[src/rtl/tartaruga_pkg.sv]
// Shared types for the execute-stage latency tracking pipe.
// Slot layout, empty-slot constant and default stage count.
package tartaruga_pkg;

  localparam int MAX_EXE_STAGES = 4;
  localparam int EXE_PAYLOAD_W  = 64;

  typedef struct packed {
    logic                     valid;
    logic                     we;
    logic [4:0]               rd;
    logic [EXE_PAYLOAD_W-1:0] payload;
  } exe_slot_t;

  localparam exe_slot_t EXE_SLOT_EMPTY = '0;

endpackage

[src/rtl/exe_pipe_lookup.sv]
// RAW lookup over in-flight slots: rd match plus
// lowest-index priority encode (soonest to retire wins).
module exe_pipe_lookup
  import tartaruga_pkg::*;
#(
  parameter int DEPTH = MAX_EXE_STAGES,
  parameter int LAT_W = $clog2(DEPTH + 1)
) (
  input  logic [DEPTH-1:0] i_wr_en,
  input  logic [4:0]       i_rd [DEPTH],
  input  logic [4:0]       i_query_rd,
  output logic             o_hit,
  output logic [LAT_W-1:0] o_lat
);

  // Scan high to low so the lowest matching slot is left in o_lat
  always_comb begin
    o_hit = 1'b0;
    o_lat = '0;
    for (int i = DEPTH - 1; i >= 0; i--) begin
      if (i_wr_en[i] && (i_rd[i] == i_query_rd) &&
          (i_query_rd != 5'd0)) begin
        o_hit = 1'b1;
        o_lat = LAT_W'(i + 1);
      end
    end
  end

endmodule

[src/rtl/exe_latency_pipe.sv]
// Execute-stage tracking pipe for mixed-latency units.
// Optional statistics counters: define EXE_PIPE_STATS_EN.
module exe_latency_pipe
  import tartaruga_pkg::*;
#(
  parameter int DEPTH     = MAX_EXE_STAGES,
  parameter int PAYLOAD_W = EXE_PAYLOAD_W,
  parameter int LAT_W     = $clog2(DEPTH + 1)
) (
  input  logic                 clk_i,
  input  logic                 rst_i,
  input  logic                 in_valid_i,
  output logic                 in_ready_o,
  input  logic [LAT_W-1:0]     in_lat_i,
  input  logic                 in_we_i,
  input  logic [4:0]           in_rd_i,
  input  logic [PAYLOAD_W-1:0] in_payload_i,
  input  logic                 hold_i,
  input  logic                 flush_i,
  output logic                 out_valid_o,
  output logic                 out_we_o,
  output logic [4:0]           out_rd_o,
  output logic [PAYLOAD_W-1:0] out_payload_o,
  input  logic [4:0]           query_rd_i,
  output logic                 query_hit_o,
  output logic [LAT_W-1:0]     query_lat_o,
  output logic [31:0]          stall_cnt_o,
  output logic [31:0]          issue_cnt_o
);

  exe_slot_t        r_slot [DEPTH];
  exe_slot_t        w_nxt  [DEPTH];
  exe_slot_t        w_ins;
  logic             w_lat_ok;
  logic             w_busy;
  logic             w_accept;
  logic [DEPTH-1:0] w_wr_en;
  logic [4:0]       w_rd [DEPTH];

  // Latency legality and landing-slot collision check
  always_comb begin
    w_lat_ok = (in_lat_i != '0) && (in_lat_i <= LAT_W'(DEPTH));
    w_busy   = 1'b0;
    for (int i = 1; i < DEPTH; i++) begin
      if (in_lat_i == LAT_W'(i)) begin
        w_busy = r_slot[i].valid;
      end
    end
  end

  assign in_ready_o = ~hold_i & ~flush_i & w_lat_ok & ~w_busy;
  assign w_accept   = in_valid_i & in_ready_o;

  // Build the inserted entry from issue inputs
  always_comb begin
    w_ins         = EXE_SLOT_EMPTY;
    w_ins.valid   = 1'b1;
    w_ins.we      = in_we_i;
    w_ins.rd      = in_rd_i;
    w_ins.payload = EXE_PAYLOAD_W'(in_payload_i);
  end

  // Shift toward slot 0, insertion overrides the shifted value
  always_comb begin
    for (int i = 0; i < DEPTH - 1; i++) begin
      w_nxt[i] = r_slot[i + 1];
    end
    w_nxt[DEPTH - 1] = EXE_SLOT_EMPTY;
    for (int i = 0; i < DEPTH; i++) begin
      if (w_accept && (in_lat_i == LAT_W'(i + 1))) begin
        w_nxt[i] = w_ins;
      end
    end
  end

  // Slot state: reset/flush clear, hold freezes
  always_ff @(posedge clk_i or posedge rst_i) begin
    if (rst_i) begin
      for (int i = 0; i < DEPTH; i++) r_slot[i] <= EXE_SLOT_EMPTY;
    end else if (flush_i) begin
      for (int i = 0; i < DEPTH; i++) r_slot[i] <= EXE_SLOT_EMPTY;
    end else if (!hold_i) begin
      for (int i = 0; i < DEPTH; i++) r_slot[i] <= w_nxt[i];
    end
  end

  assign out_valid_o   = r_slot[0].valid;
  assign out_we_o      = r_slot[0].we;
  assign out_rd_o      = r_slot[0].rd;
  assign out_payload_o = r_slot[0].payload[PAYLOAD_W-1:0];

  // Flatten slot fields needed by the RAW lookup
  always_comb begin
    for (int i = 0; i < DEPTH; i++) begin
      w_wr_en[i] = r_slot[i].valid & r_slot[i].we;
      w_rd[i]    = r_slot[i].rd;
    end
  end

  exe_pipe_lookup #(
    .DEPTH (DEPTH),
    .LAT_W (LAT_W)
  ) u_lookup (
    .i_wr_en    (w_wr_en),
    .i_rd       (w_rd),
    .i_query_rd (query_rd_i),
    .o_hit      (query_hit_o),
    .o_lat      (query_lat_o)
  );

`ifdef EXE_PIPE_STATS_EN
  logic [31:0] r_issue_cnt;
  logic [31:0] r_stall_cnt;

  // Saturating issue and stall statistics
  always_ff @(posedge clk_i or posedge rst_i) begin
    if (rst_i) begin
      r_issue_cnt <= '0;
      r_stall_cnt <= '0;
    end else begin
      if (w_accept && (r_issue_cnt != '1)) begin
        r_issue_cnt <= r_issue_cnt + 32'd1;
      end
      if (in_valid_i && !in_ready_o && !flush_i &&
          (r_stall_cnt != '1)) begin
        r_stall_cnt <= r_stall_cnt + 32'd1;
      end
    end
  end

  assign issue_cnt_o = r_issue_cnt;
  assign stall_cnt_o = r_stall_cnt;
`else
  assign issue_cnt_o = '0;
  assign stall_cnt_o = '0;
`endif

  // Decode must never present an out-of-range latency
  a_lat_legal : assert property (
    @(posedge clk_i) disable iff (rst_i)
    in_valid_i |-> w_lat_ok
  ) else $error("illegal exe latency %0d", in_lat_i);

endmodule
[config.mk]
export PLATFORM = sky130hd
export DESIGN_NAME = exe_latency_pipe
export DESIGN_NICKNAME = d
export VERILOG_FILES = /design/src/rtl/tartaruga_pkg.sv /design/src/rtl/exe_pipe_lookup.sv /design/src/rtl/exe_latency_pipe.sv
export SDC_FILE = /design/constraint.sdc
export NUM_CORES = 1
export LEC_CHECK = 0
export CAP_MARGIN = 40
export CORE_MARGIN = 5
export CORE_UTILIZATION = 35
export DETAILED_ROUTE_END_ITERATION = 10
export PLACE_DENSITY_LB_ADDON = 0.3
export SLEW_MARGIN = 20
export SYNTH_ARGS = -nofsm -noshare
export SYNTH_HDL_FRONTEND = slang
export SYNTH_SLANG_ARGS = --single-unit
[constraint.sdc]
create_clock -name clk_i -period 10.8 [get_ports clk_i]
set_input_delay 2.16 -clock clk_i [delete_from_list [all_inputs] [get_ports clk_i]]
set_output_delay 2.16 -clock clk_i [all_outputs]
set_load 0.01 [all_outputs]
After elaboration in Yosys (flattened, before gate mapping) --
Cells that the tools add are included.
Word-level totals: register bits after elaboration 284, output and inout bits 140, input bits 83
Operators by class: order comparisons 1, equality and inequality tests 9, reduce and logical (&&, ||, !) cells 15, bitwise logic cells 11, muxes and demuxes 17
Operators by type and width (count):
- two-way mux 284 bit | 2
- two-way mux 71 bit | 4
- equality test 5 bit | 4
- logical AND 1 bit | 13
- two-way mux 3 bit | 4
- AND 1 bit | 8
- two-way mux 1 bit | 7
- equality test 3 x 2 -> 1 bit (second input constant) | 2
- nonzero test 5 bit | 1
- equality test 3 x 1 -> 1 bit (second input constant) | 1
- equality test 3 bit (second input constant) | 1
- <= comparator 3 bit (second input constant) | 1
- inverter 1 bit | 3
- nonzero test 3 bit | 1
- inequality test 2 x 1 -> 1 bit (second input constant) | 1

Depth between registers and ports, before layout --
Gate-level depths: netlist of the first run.
depth after elaboration 11, mapped depth 9, gate-level depth less buffers 6

By module --
A second synthesis of the first run with hierarchy kept.
Second synthesis, totals: cell total of the unflattened synthesis 1602, area total of the unflattened synthesis 15656.3 um^2
Modules (own cells, without submodules):
- exe_latency_pipe | area an instance 15319.7 um^2, instances 1, cells each 1561, seq. area each 7106.8 um^2
- exe_pipe_lookup | area an instance 336.6 um^2, instances 1, cells each 41, seq. area each 0.0 um^2

Least setup slack after synthesis of the first run --
No wires, ideal clock.
path kind input-to-output, start point input port query_rd_i[2], end point output port query_lat_o[1], arrival time 3.392 ns, data required time 8.640 ns, setup slack 5.248 ns, cell stages on the path 5, cell sequence clkbuf_1 -> nor2b_1 -> a2111oi_0 -> nand4_1 -> a21boi_0
On the way: longest elaborated chain between the ends 6, elaborated cells between the ends (all ways) 13, those cells by class eq/ne: 3; mux: 3; reduce/logical: 7
Ends and longest elaborated chain:
- from (decl) | RTL line exe_latency_pipe.sv:24 | input logic [4:0] query_rd_i,
- equality test 5 bit | RTL line exe_pipe_lookup.sv:21 | if (i_wr_en[i] && (i_rd[i] == i_query_rd) &&
- logical AND 1 bit (2 in series) | RTL line exe_pipe_lookup.sv:21
- two-way mux 3 bit (2 in series) | RTL line exe_pipe_lookup.sv:21
- two-way mux 3 bit (*) | RTL line exe_pipe_lookup.sv:21
- to (decl) | RTL line exe_latency_pipe.sv:26 | output logic [LAT_W-1:0] query_lat_o,
Mark *: on every way between the ends. The rest lies on a longest branch, timed or not.

Worst setup path after layout of the first run --
Same ends and word-level chain as after synthesis.

==> results of run 1 <==
[synth_stat cells]
cell type and count:
a2111oi_2 64, o31a_1 1, buf_6 8, o211a_1 1, a221oi_1 2, nand4_1 6, nand4b_1 1, a222oi_1 2
nand2b_1 1, mux2i_1 1, or3_1 1, nor3b_1 1, buf_2 21, a211oi_1 1, dfrtp_1 284, nor3_1 194
o311a_1 9, a21boi_0 1, inv_1 104, clkbuf_1 111, or3_4 1, and4b_1 1, a2111oi_0 139, xnor2_1 4
conb_1 1, buf_4 133, a22o_1 70, nor2b_1 120, nor4b_4 1, buf_1 5, a21o_1 1, nand2_1 15
ha_1 1, nor4_1 3, a21oi_1 11, and4_1 3, o21ai_0 1, nor2_1 178, xor2_1 10
[routing by layer]
layer,vias to the layer above,track usage,part of all wire
met5,-,0,0
met4,0,0.05088,0.020
met3,50,0.02944,0.040
met2,218,0.2593,0.48
met1,5606,0.2130,0.46
li1,5244,-,-
[per-stage QoR]
step           instance area (um^2)  hold slack, ns
5_1_grt                       17280          0.5170
4_1_cts                       17260          0.5099
3_5_place_dp                  16130          0.4927
3_3_place_gp                  15940          0.4889
6_report                      17280          0.5057
2_1_floorplan                 15130          0.4745
[worst register-to-register path, cell delays in order, from the launching register on]
cell	delay [ns]
dfrtp_1	0.44
nor2_1	0.13
and4_4	0.76
buf_4	0.73
nor3_1	0.11
a2111oi_0	0.48
[cell type report]
class                      instances  area share
antenna                            1   0.0001448
clock inverter                     5    0.002027
clock buffer                      58     0.06334
tap                              539     0.03902
sequential                       284      0.4112
inverter                         104     0.02302
multi-input combinational        909      0.3491
timing repair buffer             185      0.1122
[kinds of logic after synthesis]
kind of cell | after synthesis | share of synthesized area
XOR/XNOR | 14 | 0.008230
buffers and inverters | 382 | 0.1356
adder cells (fa/ha/maj) | 1 | 0.0008397
AND/OR/NAND/NOR | 526 | 0.1747
AO/OA/AOI/OAI | 303 | 0.2027
flip-flops | 284 | 0.4770
other | 1 | 0.0002517
multiplexers | 1 | 0.0006719
[how the worst max path moves through the flow]
stage,cells after the start,to,start,slack [ns]
floorplan,1,out_payload_o[0],rst_i,0.80
global placement,6,query_lat_o[1],query_rd_i[2],4.26
detailed placement,6,query_lat_o[1],query_rd_i[2],4.20
CTS,6,query_lat_o[1],query_rd_i[2],4.19
global route,6,query_lat_o[1],query_rd_i[2],3.99
finish,6,query_lat_o[1],query_rd_i[2],4.17
[report_power, final]
part	total [mW]	switching, mW	internal (mW)
logic	0.302	0.171	0.131
registers	1.14	0.0287	1.11
clock network	1.15	0.459	0.692
[flip-flops by register name (all words and copies together) (netlist names)]
name and cells:
out_payload_o 64, out_rd_o 5, out_valid_o 1, out_we_o 1, r_slot 213
==> results.toml, run 1 <==
[critical_path]
max_stage_delay_ns = 0.66
cp.arrival_ns = 4.47
path_common_cell = "clkdlybuf4s50_1"
critPathMaxFanout = 7
required_ns = 8.64
crit_slowest_cell = "clkdlybuf4s50_1"
reg2regPathDepth = 5
critical-path-top-delay-family = "buffers and inverters"
worst-setup-path-type = "in2out"
crit_chain = "clkdlybuf4s50_1 > nor2b_1 > a2111oi_0 > nand4_1 > a21boi_0 > clkdlybuf4s50_1"
cp_num_buf_inv = 2
reg2reg_slack_ns = 8.01
crit_path_end_kind = "output port"
start_kind = "input port"
regToRegEndpoint = "r_slot[195]"
crit-reg2reg-launch = "r_slot[141]"

[layout]
multiInputGateArea_um2 = 6033
layout_commonest_cell = "dfrtp_1"
syn2layout_area_growth_pct = 16.02
stdcell_count = 2085
nets = 1603
regArea_um2 = 7107
utilization = 0.4111
final_cell_mix = "284 x dfrtp_1, 194 x nor3_1, 178 x nor2_1"
fillers = 4098
drive_gt1_frac = 0.09709

[sta]
fin_crit_sh = 0.6139
setup_ws_ns = 4.170
setup_viol = 0
fmax_mhz = 150.8
finalHoldViolCount = 0
rsz0062_at_grt = "false"
maxSlewHeadroom = 0.4597
worst_pin_slew_ns = 0.8104
final.setup.tns_ns = 0
slew_viol_final = 0
period_minus_slack_ns = 6.630
fin_skew_ns = 0.01092

[power]
powerDensity_nw_per_um2 = 150.0
leakage_nw = 7.125
ir_drop_uv = 79.34
report.power.total_mw = 2.592

[cts]
cts_made_buffers = 35
clock-root-buffer = "clkbuf_16"
clkTransAtPathRegs_ns = 0.06
clock_path_buffers = 3
cts_hold_buf = 0
htree_levels = 2
clkSinkCount = 284
post_cts_buffers = 0
cts_tree = "yes"
clk_latency_ns = 0.52
cts_resized = 0

[logic_synthesis]
yosysWarnings = 0
synth-seq-cells = 284
synth_cell_types = 39
synth_top_area_cell = "dfrtp_1"
seq_area_frac_synth = 0.4770
synth_top_cell_area_share = 0.4770
avgSynthCellArea_um2 = 9.853
syn_area_um2 = 14900
synth.top_cells.by_area = "dfrtp_1 48%, a2111oi_0 8.2%, buf_4 6.7%"
syn_inst = 1512

[global_route]
grt.overflow.total = 0
antenna_found_initial = 1
grt_pass1_wl_mm = 61.24
gr-usage-all-layers = 0.1580
grt_pass1_vias = 11080
grt_start_max_net_pins = 120

[hold_path]
hold_path_end = "r_slot[27]"
hp-start = "r_slot[27]"
hold_class = "reg2reg"
holdPathStages = 1

[placed_design]
gp_congestion = 0.8096
dp_cells = 2020
port_buffers = 158
dpl.hpwl_mm = 22.40
dp_slack_ns = 4.202

[detailed_routing]
drt_iter0_markers = 855
wl_mm = 38.02
via_per_inst = 5.332
wire_per_inst_um = 18.23
detail-route-antenna-nets = 0
drc = 0
via_count = 11120
drt_first_pass_iters = 5

[run_status]
status = "finished clean"

[floorplanning]
die_w_um = 216.3
row_count = 75
dieArea_um2 = 46790
core_area_um2 = 42040
start_util = 0.3544
ios = 223
die_height_um = 216.3

[run]
cap_violations = 0
Note: power is estimated with default switching activity, not from simulation.
==> inputs of run 2 (changes only) <==
Clock period 10.8 ns to 6.15 ns, I/O delays scaled along.
==> run 2 against run 1 <==
Effect of this change: combinational power grew 73%; design area shrank 0.10%; clock skew grew 0.0034 ns; hold slack lost 0.0016 ns; sequential cell count is the same; global-route usage shrank 0.28 points; die area is the same; sequential power grew 75%; clock power grew 78%.
==> results.toml, run 2 (same netlist as run 1, synthesis figures left out) <==
[run_status]
status = "finished clean"

[layout]
layout_commonest_cell = "dfrtp_1"
syn2layout_area_growth_pct = 15.90
antennaDiodeCount = 0
largest_reg_flops = 213
final_cell_mix = "284 x dfrtp_1, 194 x nor3_1, 178 x nor2_1"
nets = 1599
final_area_um2 = 17270
drive_gt1_frac = 0.09883
regMostFlops = "r_slot"

[placed_design]
dpl.hpwl_mm = 22.04
placed_area_um2 = 16110
gp_congestion = 0.8109
port_buffers = 158

[global_route]
grt_start_max_net_pins = 239
grt_pass1_vias = 11150
grt.overflow.total = 0
gr-usage-all-layers = 0.1552
grt_pass1_wl_mm = 60.53
antenna_found_initial = 1

[critical_path]
cp_num_buf_inv = 2
cp.arrival_ns = 3.49
crit_chain = "clkdlybuf4s50_1 > nor2b_1 > a2111oi_0 > nand4_1 > a21boi_0 > clkdlybuf4s50_1"
start_kind = "input port"
reg2reg_slack_ns = 3.74
critPathMaxFanout = 7
required_ns = 4.92
crit_path_end_kind = "output port"
path_common_cell = "clkdlybuf4s50_1"
max_stage_delay_ns = 0.63
worst-setup-path-type = "in2out"
critical-path-top-delay-family = "buffers and inverters"
crit_slowest_cell = "clkdlybuf4s50_1"

[floorplanning]
die_w_um = 216.3
start_util = 0.3544
dieArea_um2 = 46790
ios = 223
row_count = 75
die_height_um = 216.3
core_area_um2 = 42040

[sta]
finalHoldViolCount = 0
setup_viol = 0
slew_viol_final = 0
period_minus_slack_ns = 4.724
rsz0062_at_grt = "false"
fin_crit_sh = 0.7682
worst_pin_slew_ns = 1.006
fin_skew_ns = 0.01431
fmax_mhz = 211.7
holdWs_ns = 0.5041
maxSlewHeadroom = 0.3292
final.setup.tns_ns = 0

[detailed_routing]
via_per_inst = 5.343
detail-route-antenna-nets = 0
met1_length_mm = 16.84
drt_iter0_markers = 788
via_count = 11100
drc = 0
topRoutingLayerUsed = "met5"
wl_mm = 37.18
met3_length_mm = 1.679
wl_met2_mm = 18.02
drt_first_pass_iters = 7
wire_per_inst_um = 17.90

[cts]
post_cts_buffers = 0
clk_latency_ns = 0.53
clkSinkCount = 284
cts_made_buffers = 35
cts_tree = "yes"
clock_path_buffers = 3
clkTransAtPathRegs_ns = 0.06
clock-root-buffer = "clkbuf_16"
htree_levels = 2
cts_resized = 0
cts_hold_buf = 0

[power]
ir_drop_uv = 160.9
powerDensity_nw_per_um2 = 265.0
leakage_nw = 7.115
report.power.total_mw = 4.576

[run]
cap_violations = 0

[hold_path]
hold_class = "reg2reg"
[run 2: cell count changes in the layout (fill, tap and decap cells not counted)]
cell	before	now
diode_2	1	0
clkbuf_1	12	3
clkbuf_8	9	10
inv_6	1	0
buf_12	2	6
clkinv_2	2	6
clkinvlp_4	1	3
buf_16	6	3
buf_4	18	13
bufinv_16	0	1
buf_6	2	1
[run 2: area by class of cell]
| cell class | count | area (um^2) |
|---|---|---|
| Tap cell | 539 | 674.4 |
| Clock inverter | 11 | 95.09 |
| Clock buffer | 49 | 1061 |
| Sequential cell | 284 | 7107 |
| Timing Repair Buffer | 181 | 1902 |
| Inverter | 104 | 394.1 |
| Multi-Input combinational cell | 909 | 6033 |
| Fill cell | 4033 | 24770 |
[run 2: power breakdown]
| group | internal (mW) | switching [mW] |
|---|---|---|
| clock | 1.25 | 0.809 |
| combinational | 0.224 | 0.297 |
| sequential | 1.95 | 0.0501 |
| total | 3.42 | 1.16 |
[run 2: final timing paths]
path | startpoint | to | depth (start not counted)
worst max-delay path | query_rd_i[2] | query_lat_o[1] | 6
worst min-delay path | r_slot[27] | r_slot[27] | 1
worst max register to register | r_slot[141] | r_slot[166] | 5
worst min register to register | r_slot[27] | r_slot[27] | 1
max in group asynchronous | rst_i | r_slot[102] | 3
min in group asynchronous | rst_i | out_rd_o[2] | 2
[run 2: through the flow]
| stage | cells | utilization | worst slack, ns |
|---|---|---|---|
| 2_1_floorplan | 1575 | - | 1.157 |
| 3_3_place_gp | 2012 | 0.3805 | 1.383 |
| 3_5_place_dp | 2017 | 0.3832 | 1.392 |
| 4_1_cts | 2077 | 0.4107 | 1.398 |
| 5_1_grt | 2077 | 0.4107 | 1.233 |
| 6_report | 2077 | 0.4107 | 1.426 |
[run 2: metal layers]
layer | track usage | vias to the layer above
li1 | - | 5217
met1 | 0.2112 | 5601
met2 | 0.2550 | 235
met3 | 0.02833 | 43
met4 | 0.04537 | 2
met5 | 0 | -
[run 2: worst reg2reg max path: stages (launching register included)]
cell	delay, ns
dfrtp_1	0.44
nor2_1	0.14
and4_4	0.73
buf_12	0.38
nor3_1	0.13
a2111oi_0	0.45
==> inputs of run 3 (changes only) <==
Clock period 6.15 ns to 4.25 ns, I/O delays scaled along.
==> run 3 against run 2 <==
Effect of this change: clock skew down 0.0032 ns; critical path depth unchanged; sequential share of layout area is 0.39 points lower; via count is 0.82% higher; design area grew 0.95%; sequential power up 45%; total power up 49%; clock power increased by 55%; critical path type unchanged; largest cell class unchanged; largest power group unchanged; highest routed layer is now met4.
==> results.toml, run 3 (same netlist as run 1, synthesis figures left out) <==
[run_status]
status = "finished clean"

[detailed_routing]
via_count = 11190
via_per_inst = 5.372
drt_iter0_markers = 815
wire_per_inst_um = 18.20
detail-route-antenna-nets = 0
drc = 0
wl_mm = 37.92
drt_first_pass_iters = 5

[cts]
cts_made_buffers = 34
clkSinkCount = 284
cts_resized = 0
clk_latency_ns = 0.51
clock_path_buffers = 3
clkTransAtPathRegs_ns = 0.06
htree_levels = 2
cts_tree = "yes"
post_cts_buffers = 0
cts_hold_buf = 0
clock-root-buffer = "clkbuf_16"

[floorplanning]
die_w_um = 216.3
row_count = 75
die_height_um = 216.3
start_util = 0.3544
ios = 223
dieArea_um2 = 46790
core_area_um2 = 42040

[critical_path]
required_ns = 3.40
start_kind = "input port"
critPathMaxFanout = 7
cp.arrival_ns = 3.18
crit_path_end_kind = "output port"
worst-setup-path-type = "in2out"

[power]
powerDensity_nw_per_um2 = 392.0
sw_frac_of_total = 0.2443
internal_power_mw = 5.163
pwr-share-comb = 0.112
seq_power_share = 0.423
p_sw_mw = 1.669
leakage_nw = 7.185
ir_drop_uv = 209.2
p_clk_frac = 0.465

[sta]
worst_pin_slew_ns = 1.013
finalHoldViolCount = 0
rsz0062_at_grt = "false"
fmax_mhz = 248.1
maxSlewHeadroom = 0.3244
slew_viol_final = 0
holdWs_ns = 0.5071
period_minus_slack_ns = 4.030
setup_viol = 0
fin_crit_sh = 0.9483
fin_skew_ns = 0.01109
final.setup.tns_ns = 0

[global_route]
grt.overflow.total = 0
grt_pass1_wl_mm = 62.05
antenna_found_initial = 0
grt_pass1_vias = 11340
grt_start_max_net_pins = 228
gr-usage-all-layers = 0.1587

[placed_design]
dp_cells = 2021
dpl.hpwl_mm = 21.96
port_buffers = 158
gp_congestion = 0.8212

[layout]
largest_reg_flops = 213
antennaDiodeCount = 0
regMostFlops = "r_slot"
syn2layout_area_growth_pct = 17.00
utilization = 0.4146
final_cell_mix = "284 x dfrtp_1, 194 x nor3_1, 178 x nor2_1"
nets = 1602
layout_commonest_cell = "dfrtp_1"
drive_gt1_frac = 0.1004
stdcell_count = 2083

[hold_path]
hold_class = "reg2reg"

[run]
cap_violations = 0
run 3: cell count changes in the layout (fill, tap and decap cells not counted), sizes merged:
cell | previous run | this run
buf | 24 | 28
bufinv | 1 | 5
clkbuf | 50 | 51
clkinvlp | 3 | 1
inv | 104 | 103
run 3: layer usage:
| layer | wire (um) | GRT usage | vias to the layer above | share of wire |
|---|---|---|---|---|
| met5 | 0 | 0 | - | 0 |
| met4 | 699 | 0.03880 | 0 | 0.018 |
| met3 | 1509 | 0.02623 | 50 | 0.040 |
| met2 | 18190 | 0.2615 | 226 | 0.48 |
| met1 | 17520 | 0.2201 | 5665 | 0.46 |
| li1 | - | - | 5248 | - |
run 3: worst max-delay path, cell delays in order:
cell             delay, ns
clkdlybuf4s50_1       0.64
nor2b_1               0.08
a2111oi_0             0.58
nand4_1               0.23
a21boi_0              0.22
clkdlybuf4s50_1       0.57
run 3: power by group through the flow:
stage / clock [mW] / sequential, mW / combinational (mW)
after global placement: 0 / 2.94 / 0.760
after floorplan: 0 / 2.92 / 0.568
after detailed placement: 0 / 2.94 / 0.773
final: 3.17 / 2.89 / 0.767
after global routing: 3.38 / 2.90 / 0.855
after CTS: 3.26 / 2.89 / 0.778
run 3: metrics by stage:
step                      total power [mW]  instance area, um^2  setup slack (ns)
after floorplan                      3.489                15140           -0.3633
after global placement               3.696                16170            0.2910
after CTS                            6.930                17430            0.2013
after detailed placement             3.713                16200            0.1991
final                                6.832                17430            0.2195
after global routing                 7.135                17430            0.1208
run 3: cell type report:
cell class | count | area, um^2
multi-input cells | 909 | 6033
repair buffers | 185 | 1988
clock inverters | 12 | 188.9
clock buffers | 50 | 1045
flip-flops and latches | 284 | 7107
well taps | 539 | 674.4
inverters | 104 | 394.1
fillers | 4012 | 24610
run 3: final timing paths:
check	endpoint	slack, ns	cells after the start	from
max	query_lat_o[1]	0.22	6	query_rd_i[2]
min	r_slot[45]	0.51	1	r_slot[45]
max reg2reg	r_slot[111]	2.22	5	r_slot[70]
min reg2reg	r_slot[45]	0.51	1	r_slot[45]
max in group asynchronous	out_payload_o[55]	2.42	4	rst_i
min in group asynchronous	out_valid_o	0.74	2	rst_i
